<file path="src/rtl/alu_pkg.sv">
`default_nettype none
// +----------------------------------------------------------------------------+
// | Module      : alu_pkg                                                      |
// | Description : Shared ALU op codes, issue-stage FSM states and widths.      |
// | Revision    : 1.0                                                          |
// +----------------------------------------------------------------------------+
package alu_pkg;

   localparam int DW    = 32;
   localparam int NREGS = 32;
   localparam int AW    = $clog2(NREGS);

   localparam logic [3:0] FN_NOP = 4'd0;
   localparam logic [3:0] FN_ADD = 4'd1;
   localparam logic [3:0] FN_SUB = 4'd2;
   localparam logic [3:0] FN_AND = 4'd3;
   localparam logic [3:0] FN_OR  = 4'd4;
   localparam logic [3:0] FN_XOR = 4'd5;
   localparam logic [3:0] FN_NOT = 4'd6;
   localparam logic [3:0] FN_SLA = 4'd7;
   localparam logic [3:0] FN_SRA = 4'd8;
   localparam logic [3:0] FN_SRL = 4'd9;

   typedef enum logic [1:0] {
      IDLE   = 2'd0,
      EXEC   = 2'd1,
      WB     = 2'd2,
      WB_ILL = 2'd3
   } state_t;

   function automatic logic is_legal_funct(input logic [3:0] funct);
      return (funct >= FN_ADD) && (funct <= FN_SRL);
   endfunction

endpackage
`default_nettype wire

</file>
<file path="src/rtl/regfile_2r1w.sv">
`default_nettype none
// +----------------------------------------------------------------------------+
// | Module      : regfile_2r1w                                                 |
// | Description : 2 async read / 1 sync write register file, r0 reads zero.   |
// |               ALU_ISSUE_DBG_EN adds a third (debug) async read port.       |
// | Revision    : 1.0                                                          |
// +----------------------------------------------------------------------------+
module regfile_2r1w #(
   parameter  int NREGS = 32,
   parameter  int DW    = 32,
   localparam int AW    = $clog2(NREGS)
) (
   input  logic          clk,
   input  logic          rst,
   input  logic [AW-1:0] raddr_a,
   output logic [DW-1:0] rdata_a,
   input  logic [AW-1:0] raddr_b,
   output logic [DW-1:0] rdata_b,
   input  logic          we,
   input  logic [AW-1:0] waddr,
   input  logic [DW-1:0] wdata
`ifdef ALU_ISSUE_DBG_EN
   ,
   input  logic [AW-1:0] dbg_raddr,
   output logic [DW-1:0] dbg_rdata
`endif
);

   // Entry 0 has no storage; its reads are forced to zero below.
   logic [DW-1:0] r_mem [1:NREGS-1];

   always_ff @(posedge clk or posedge rst) begin
      if (rst) begin
         for (int i = 1; i < NREGS; i++) begin
            r_mem[i] <= '0;
         end
      end else if (we && (waddr != '0)) begin
         r_mem[waddr] <= wdata;
      end
   end

   always_comb begin
      rdata_a = '0;
      rdata_b = '0;
      if (raddr_a != '0) rdata_a = r_mem[raddr_a];
      if (raddr_b != '0) rdata_b = r_mem[raddr_b];
   end

`ifdef ALU_ISSUE_DBG_EN
   always_comb begin
      dbg_rdata = '0;
      if (dbg_raddr != '0) dbg_rdata = r_mem[dbg_raddr];
   end
`endif

endmodule
`default_nettype wire

</file>
<file path="src/rtl/alu_issue_rf.sv">
`default_nettype none
// +----------------------------------------------------------------------------+
// | Module      : alu_issue_rf                                                 |
// | Description : Operand fetch / writeback stage in front of a registered     |
// |               ALU, one instruction in flight. ALU_ISSUE_DBG_EN adds a      |
// |               debug register read port and a retired-instruction counter.  |
// | Revision    : 1.0                                                          |
// +----------------------------------------------------------------------------+
module alu_issue_rf #(
   parameter  int NREGS = 32,
   parameter  int DW    = 32,
   localparam int AW    = $clog2(NREGS)
) (
   input  logic          clk,
   input  logic          rst,
   input  logic          in_valid,
   output logic          in_ready,
   input  logic [AW-1:0] in_rs,
   input  logic [AW-1:0] in_rt,
   input  logic [AW-1:0] in_rd,
   input  logic [4:0]    in_shamt,
   input  logic [3:0]    in_funct,
   input  logic          in_use_imm,
   input  logic [15:0]   in_imm,
   output logic [DW-1:0] alu_a,
   output logic [DW-1:0] alu_b,
   output logic [4:0]    alu_shamt,
   output logic [3:0]    alu_funct,
   input  logic [DW-1:0] alu_res,
   output logic          done,
   output logic [AW-1:0] done_rd,
   output logic [DW-1:0] done_data,
   output logic          illegal
`ifdef ALU_ISSUE_DBG_EN
   ,
   input  logic [AW-1:0] dbg_addr,
   output logic [DW-1:0] dbg_data,
   output logic [31:0]   dbg_retired
`endif
);

   import alu_pkg::*;

   state_t        r_state;
   state_t        w_next;

   logic [DW-1:0] r_a;
   logic [DW-1:0] r_b;
   logic [4:0]    r_shamt;
   logic [3:0]    r_funct;
   logic [AW-1:0] r_rd;

   logic          r_done;
   logic [AW-1:0] r_done_rd;
   logic [DW-1:0] r_done_data;

   logic [DW-1:0] w_rdata_a;
   logic [DW-1:0] w_rdata_b;
   logic [DW-1:0] w_imm_ext;
   logic          w_accept;
   logic          w_wb_we;

   assign w_accept  = (r_state == IDLE) && in_valid;
   assign w_wb_we   = (r_state == WB);
   assign w_imm_ext = {{(DW-16){in_imm[15]}}, in_imm};

   // Write lands at the WB closing edge, so an IDLE read right after sees it.
   regfile_2r1w #(
      .NREGS (NREGS),
      .DW    (DW)
   ) u_rf (
      .clk       (clk),
      .rst       (rst),
      .raddr_a   (in_rs),
      .rdata_a   (w_rdata_a),
      .raddr_b   (in_rt),
      .rdata_b   (w_rdata_b),
      .we        (w_wb_we),
      .waddr     (r_rd),
      .wdata     (alu_res)
`ifdef ALU_ISSUE_DBG_EN
      ,
      .dbg_raddr (dbg_addr),
      .dbg_rdata (dbg_data)
`endif
   );

   always_ff @(posedge clk or posedge rst) begin
      if (rst) begin
         r_state <= IDLE;
      end else begin
         r_state <= w_next;
      end
   end

   always_ff @(posedge clk or posedge rst) begin
      if (rst) begin
         r_a     <= '0;
         r_b     <= '0;
         r_shamt <= '0;
         r_funct <= '0;
         r_rd    <= '0;
      end else if (w_accept) begin
         r_a     <= w_rdata_a;
         r_b     <= in_use_imm ? w_imm_ext : w_rdata_b;
         r_shamt <= in_shamt;
         r_funct <= in_funct;
         r_rd    <= in_rd;
      end
   end

   always_ff @(posedge clk or posedge rst) begin
      if (rst) begin
         r_done      <= 1'b0;
         r_done_rd   <= '0;
         r_done_data <= '0;
      end else begin
         r_done <= w_wb_we;
         if (w_wb_we) begin
            r_done_rd   <= r_rd;
            r_done_data <= alu_res;
         end
      end
   end

   // funct is only presented during EXEC so the ALU holds its result otherwise.
   always_comb begin
      w_next    = r_state;
      in_ready  = 1'b0;
      alu_funct = FN_NOP;
      illegal   = 1'b0;
      case (r_state)
         IDLE: begin
            in_ready = 1'b1;
            if (in_valid) begin
               w_next = is_legal_funct(in_funct) ? EXEC : WB_ILL;
            end
         end
         EXEC: begin
            alu_funct = r_funct;
            w_next    = WB;
         end
         WB: begin
            w_next = IDLE;
         end
         WB_ILL: begin
            illegal = 1'b1;
            w_next  = IDLE;
         end
         default: begin
            w_next = IDLE;
         end
      endcase
   end

   assign alu_a     = r_a;
   assign alu_b     = r_b;
   assign alu_shamt = r_shamt;
   assign done      = r_done;
   assign done_rd   = r_done_rd;
   assign done_data = r_done_data;

`ifdef ALU_ISSUE_DBG_EN
   logic [31:0] r_retired;

   always_ff @(posedge clk or posedge rst) begin
      if (rst) begin
         r_retired <= '0;
      end else if (r_done) begin
         r_retired <= r_retired + 32'd1;
      end
   end

   assign dbg_retired = r_retired;
`endif

endmodule
`default_nettype wire

</file>
<file path="config.mk">
export PLATFORM = sky130hd
export DESIGN_NAME = alu_issue_rf
export DESIGN_NICKNAME = d
export VERILOG_FILES = /design/src/rtl/alu_pkg.sv /design/src/rtl/regfile_2r1w.sv /design/src/rtl/alu_issue_rf.sv
export SDC_FILE = /design/constraint.sdc
export NUM_CORES = 2
export LEC_CHECK = 0
export ABC_CLOCK_PERIOD_IN_PS = 42700
export BUFFER_PORTS_ARGS = -buffer_cell sky130_fd_sc_hd__clkbuf_2
export CAP_MARGIN = 30
export CORE_UTILIZATION = 60
export DETAILED_ROUTE_END_ITERATION = 8
export PLACE_DENSITY = 0.77
export SYNTH_ARGS = -nofsm -noshare
export SYNTH_HDL_FRONTEND = slang
export SYNTH_HIERARCHICAL = 1
export SYNTH_SLANG_ARGS = --single-unit
</file>
<file path="constraint.sdc">
create_clock -name clk -period 42.7 [get_ports clk]
set_input_delay 2.135 -clock clk [delete_from_list [all_inputs] [get_ports clk]]
set_output_delay 2.135 -clock clk [all_outputs]
set_load 0.05 [all_outputs]
</file>
Yosys cells after proc, flatten, opt, wreduce, memory -nomap -nowiden:

Cells that the tools add are included.

* add/subtract/negate cells: 0
* multiply operators: 0
* divide/modulo/power cells: 0
* magnitude comparators: 6
* equality and inequality tests: 4
* shift-type cells: 0
* muxes and demuxes: 18
* bitwise gates (word level): 3
* reduce and logical (&&, ||, !) cells: 9

Operators with widths (number)
* bitwise mux 992 bit: 1
* binary-select mux 32 bit (select 5 bit): 2
* two-way mux 32 bit: 8
* demux 32 bit (select 5 bit): 1
* greater-or-equal comparator 6 bit, second input constant: 3
* inverter 5 -> 6 bit: 3
* nonzero test 5 bit: 3
* less-than comparator 6 x 1 -> 1 bit, second input constant: 1
* one-hot mux 2 bit (3 select lines): 1
* == test 2 bit, second input constant: 2
* greater-or-equal comparator 4 x 1 -> 1 bit, second input constant: 1
* <= comparator 4 bit, second input constant: 1
* logical AND 1 bit: 4
* two-way mux 2 bit: 2
* two-way mux 4 bit: 1
* == test 2 x 1 -> 1 bit, second input constant: 1
* zero test 2 bit: 1
* two-way mux 1 bit: 2
* inequality test 2 bit, second input constant: 1
* OR reduction 2 bit: 1

* bits in registers: 1110
* latch bits: 0
* memory bits (writable): 0
* bits in read-only memories: 0
* input port bits: 76
* output and inout port bits: 113
* memories kept: 0

Longest topological paths before layout:

* depth in word-level cells: 6
* depth in mapped cells: 10

Modules after synthesis:

Netlist, hierarchy kept.

Modules (own cells, without submodules)
* regfile_2r1w: times used 1, cells each 4356, area each 54613.6 um^2, seq. area each 24823.8 um^2
* alu_issue_rf: times used 1, cells each 335, area each 4639.4 um^2, seq. area each 2952.8 um^2

Least setup slack after synthesis:

No wires, ideal clock.

* path kind: input to register
* from: input in_rs[1]
* to: register r_a[5] (netlist: alu_a[5])
* setup time: 128 ps
* data arrival time: 3616 ps
* required time: 42572 ps
* setup slack: 38957 ps
* stages on the path: 8
* path buffers: 3
* path through: buf_4 > buf_6 > buf_8 > mux2_2 > a221o_1 > nand3_1 > a211oi_2 > mux2_1

* word-level cells in the longest chain between the ends: 5

Ends and longest elaborated chain
* start: declaration: line alu_issue_rf.sv:18 `input logic [AW-1:0] in_rs,`
* inverter 5 -> 6 bit (not written as such): line regfile_2r1w.sv:45 `if (raddr_a != '0) rdata_a = r_mem[raddr_a];`
* binary-select mux 32 bit (select 5 bit): line regfile_2r1w.sv:45
* two-way mux 32 bit (not written as such) (2 in a row): line regfile_2r1w.sv:45
* two-way mux 32 bit (*): line regfile_2r1w.sv:45
* via w_rdata_a[5]: line alu_issue_rf.sv:57 `logic [DW-1:0] w_rdata_a;`
* end signal: assignment: line alu_issue_rf.sv:104 `r_a <= w_rdata_a;`
* end: declaration: line alu_issue_rf.sv:47 `logic [DW-1:0] r_a;`

Mark *: on every way through the listed nets, which the timed path passes. The rest lies on a longest branch. The select of a mux whose other input is x is not followed.
A chain may end at the register's enable or synchronous reset.

Final worst setup path:

* from: input in_rt[0]
* to: register r_b[9] (netlist: alu_b[9])

* word-level cells in the longest chain between the ends: 6

Ends and longest elaborated chain
* start: declaration: line alu_issue_rf.sv:19 `input logic [AW-1:0] in_rt,`
* inverter 5 -> 6 bit (not written as such): line regfile_2r1w.sv:46 `if (raddr_b != '0) rdata_b = r_mem[raddr_b];`
* binary-select mux 32 bit (select 5 bit): line regfile_2r1w.sv:46
* two-way mux 32 bit (not written as such) (2 in a row): line regfile_2r1w.sv:46
* two-way mux 32 bit (*): line regfile_2r1w.sv:46
* via w_rdata_b[9]: line alu_issue_rf.sv:58 `logic [DW-1:0] w_rdata_b;`
* two-way mux 32 bit (*): line alu_issue_rf.sv:105 `r_b <= in_use_imm ? w_imm_ext : w_rdata_b;`
* end signal: assignment: line alu_issue_rf.sv:105
* end: declaration: line alu_issue_rf.sv:48 `logic [DW-1:0] r_b;`

Marks and branches as above.

==> flow_summary.yaml <==
run_status:
  status: "complete, no violations"
clock_network:
  cts_num_sinks: 1110
  clk_path_buf_depth: 3
  root_buffer: "clkbuf_16"
  ctsHtreeMaxLevel: 3
  ctsHoldBuffers: 0
  clk_latency_ns: 0.73
  cts_setup_buffers: 0
  post_cts_resized: 0
  cts_tree: "yes"
  clk_pin_slew_ns: 0.06
  cts_made_buffers: 117
pwr:
  p_comb_share_pct: 30.5
  sw_frac_of_total_pct: 34.4
  p_seq_share_pct: 44.2
  power.density_mw_per_mm2: 65.2
  clockPowerShare_pct: 25.3
  power_leakage_uw: 0.0292
  internal_power_uw: 2760
  vdd_ir_drop_max_uv: 60.0
  p_switching_uw: 1450
floorplanning:
  ioPinCount: 189
  initial_core_util_pct: 60.9
  die_w_microns: 316
  die-area_sq_mm: 0.100
  coreArea_sq_mm: 0.0973
  rows: 114
  die_h_microns: 316
worst_setup_path:
  crit_type: "in2reg"
  cp-end-kind: "flip-flop"
  cp_data_arrival_time_ns: 6.37
  cp_max_fo: 97
  crit_path_start_kind: "input port"
  r2r_slack_ns: 38.47
  required_ns: 43.26
logic_synthesis:
  yosys_warnings: 6
  synth.area.top_cells: "dfrtp_1 (47%), mux2_2 (20%), mux2i_1 (13%)"
  synthCells: 4691
  syn-num-nets: 4767
  ys_seq_elements: 1110
  async_flop_share_pct: 100
  yosysTopAreaCell: "dfrtp_1"
  synth_area_sq_mm: 0.0593
  seq_area_frac_synth_pct: 46.9
  synth_area_per_cell_sq_um: 12.6
  synth-main-ff-cell: "dfrtp_1"
  ys_types: 45
  synth-edff-count: 0
  netlist.area_leader.share_pct: 46.9
routing:
  drc: 0
  antenna_left: 0
  routed_wirelength_mm: 189
  vias: 42229
  viasPerCell: 7.01
  drt-wirelength-per-cell_microns: 31.5
  first_iter_violations: 4853
  firstDrtPassIters: 6
grt:
  use_met2_pct: 57.4
  grt_pass1_wl_mm: 278
  grtUsageMet1_pct: 49.5
  grt_usage_pct: 37.8
  busiest_layer: "met2"
  gr-total-overflow: 0
  antenna_found_initial: 10
  grt_pass1_vias: 42015
  grt_max_degree: 191
  met3_usage_pct: 10.5
sta:
  max_slew.worst_pin.slew_ns: 1.10
  hold_viol: 0
  clock.fmax_ghz: 0.172
  period_minus_slack_ns: 5.81
  rsz0062_at_grt: "no"
  worst_slack_ns: 36.89
  drv_slew: 0
  finalCritPeriodShare_pct: 13.6
  slew-limit-headroom_pct: 26.4
  setup_viol: 0
  skew_ns: 0.0293
  tns_ns: 0
final_layout:
  syn2layout_area_growth_pct: 8.92
  drive_gt1_share_pct: 36.5
  fin_nets: 4718
  layout_common_cells: "dfrtp_1 (1110), mux2_2 (1072), mux2i_1 (783), o22ai_1 (194), clkbuf_2 (182)"
  final_area_sq_mm: 0.0645
  fill_cells: 7187
  mostFrequentLayoutCell: "dfrtp_1"
worst_hold_path:
  hold_path.class: "reg2reg"
placed_design:
  gp_congestion: 0.874
  io_buffers: 188
  post_dp_cell_area_sq_mm: 0.0604
  dp_slack_ns: 36.31
  dpl.hpwl_mm: 112
flow_run:
  maxCapViolCount: 0
## sequential cells by signal, indices dropped and copies added (netlist names)
signal	flops
r_funct	4
done_data	32
r_state	2
done_rd	5
alu_a	32
r_rd	5
alu_shamt	5
alu_b	32
u_rf/r_mem	992
done	1
## synthesized netlist by cell type (50+ instances only)
| cell | n |
|---|---|
| nor2_1 | 163 |
| clkbuf_1 | 172 |
| a221o_1 | 62 |
| mux2i_1 | 783 |
| nand3_1 | 68 |
| a21oi_1 | 50 |
| mux4_2 | 62 |
| mux2_2 | 1072 |
| nand2_1 | 146 |
| nor4_1 | 65 |
| nor3_1 | 67 |
| nand4_1 | 62 |
| dfrtp_1 | 1110 |
| buf_2 | 153 |
| a211oi_2 | 51 |
| buf_4 | 85 |
| o22ai_1 | 194 |
| a22oi_1 | 64 |
| mux2_1 | 71 |
| nand2b_1 | 70 |
## cell type report
type	count	area, sq um	share of cell area (%)
antenna	6	15.0	0.0233
timing repair buffer	290	1960	3.04
clock inverter	48	627	0.971
tap	1276	1600	2.47
multi-input combinational	3119	29100	45.1
sequential	1110	27800	43.0
inverter	4	27.5	0.0427
clock buffer	169	3400	5.28
## worst max-delay path: stages
cell,delay [ns]
buf_8,0.56
buf_12,0.62
buf_4,0.70
buf_4,0.81
mux2i_1,0.28
o22ai_1,0.10
nor4_1,0.53
a211oi_2,0.12
mux2i_1,0.16
a21oi_1,0.08
## routing by layer
layer | up-vias | part of all wire, % | routed length, microns
li1 | 17353 | - | -
met4 | 10 | 5.7 | 10700
met2 | 2493 | 45 | 84800
met5 | - | 0.049 | 93
met1 | 21761 | 39 | 73500
met3 | 612 | 11 | 20300
## final timing paths
check / end / from / cells past startpoint
worst min register to register: alu_shamt[4] / alu_shamt[4] / 1
max in group asynchronous: u_rf/r_mem[188] / rst / 6
worst min-delay path: alu_shamt[4] / alu_shamt[4] / 1
min in group asynchronous: u_rf/r_mem[71] / rst / 2
worst max-delay path: alu_b[9] / in_rt[0] / 10
worst max register to register: u_rf/r_mem[229] / r_state[1] / 6
## logic make-up (layout without fill, tap and decap cells)
logic type,Yosys count,in the layout,synth area share (%)
AO/OA/AOI/OAI,438,438,5.63
buffers and inverters,462,511,4.31
flip-flops,1110,1110,46.9
multiplexers,1988,1988,37.3
other,0,6,0
AND/OR/NAND/NOR,693,693,5.87
## power groups by stage
stage	combinational, uW	clock, uW	sequential (uW)
after global routing	1360	1120	1910
after global placement	1220	0	1820
after CTS	1270	1080	1840
final	1280	1070	1860
after floorplan	863	0	1910
after detailed placement	1260	0	1860
## per-stage QoR
stage | cells | hold WS [ns] | total power, uW | util [%]
2_1_floorplan | 4691 | 0.449 | 2770 | -
3_3_place_gp | 5789 | 0.461 | 3050 | 61.9
3_5_place_dp | 5797 | 0.472 | 3120 | 62.1
4_1_cts | 6014 | 0.484 | 4190 | 66.3
5_1_grt | 6018 | 0.494 | 4390 | 66.3
6_report | 6022 | 0.484 | 4210 | 66.3
Note: power is estimated with default switching activity, not from simulation.
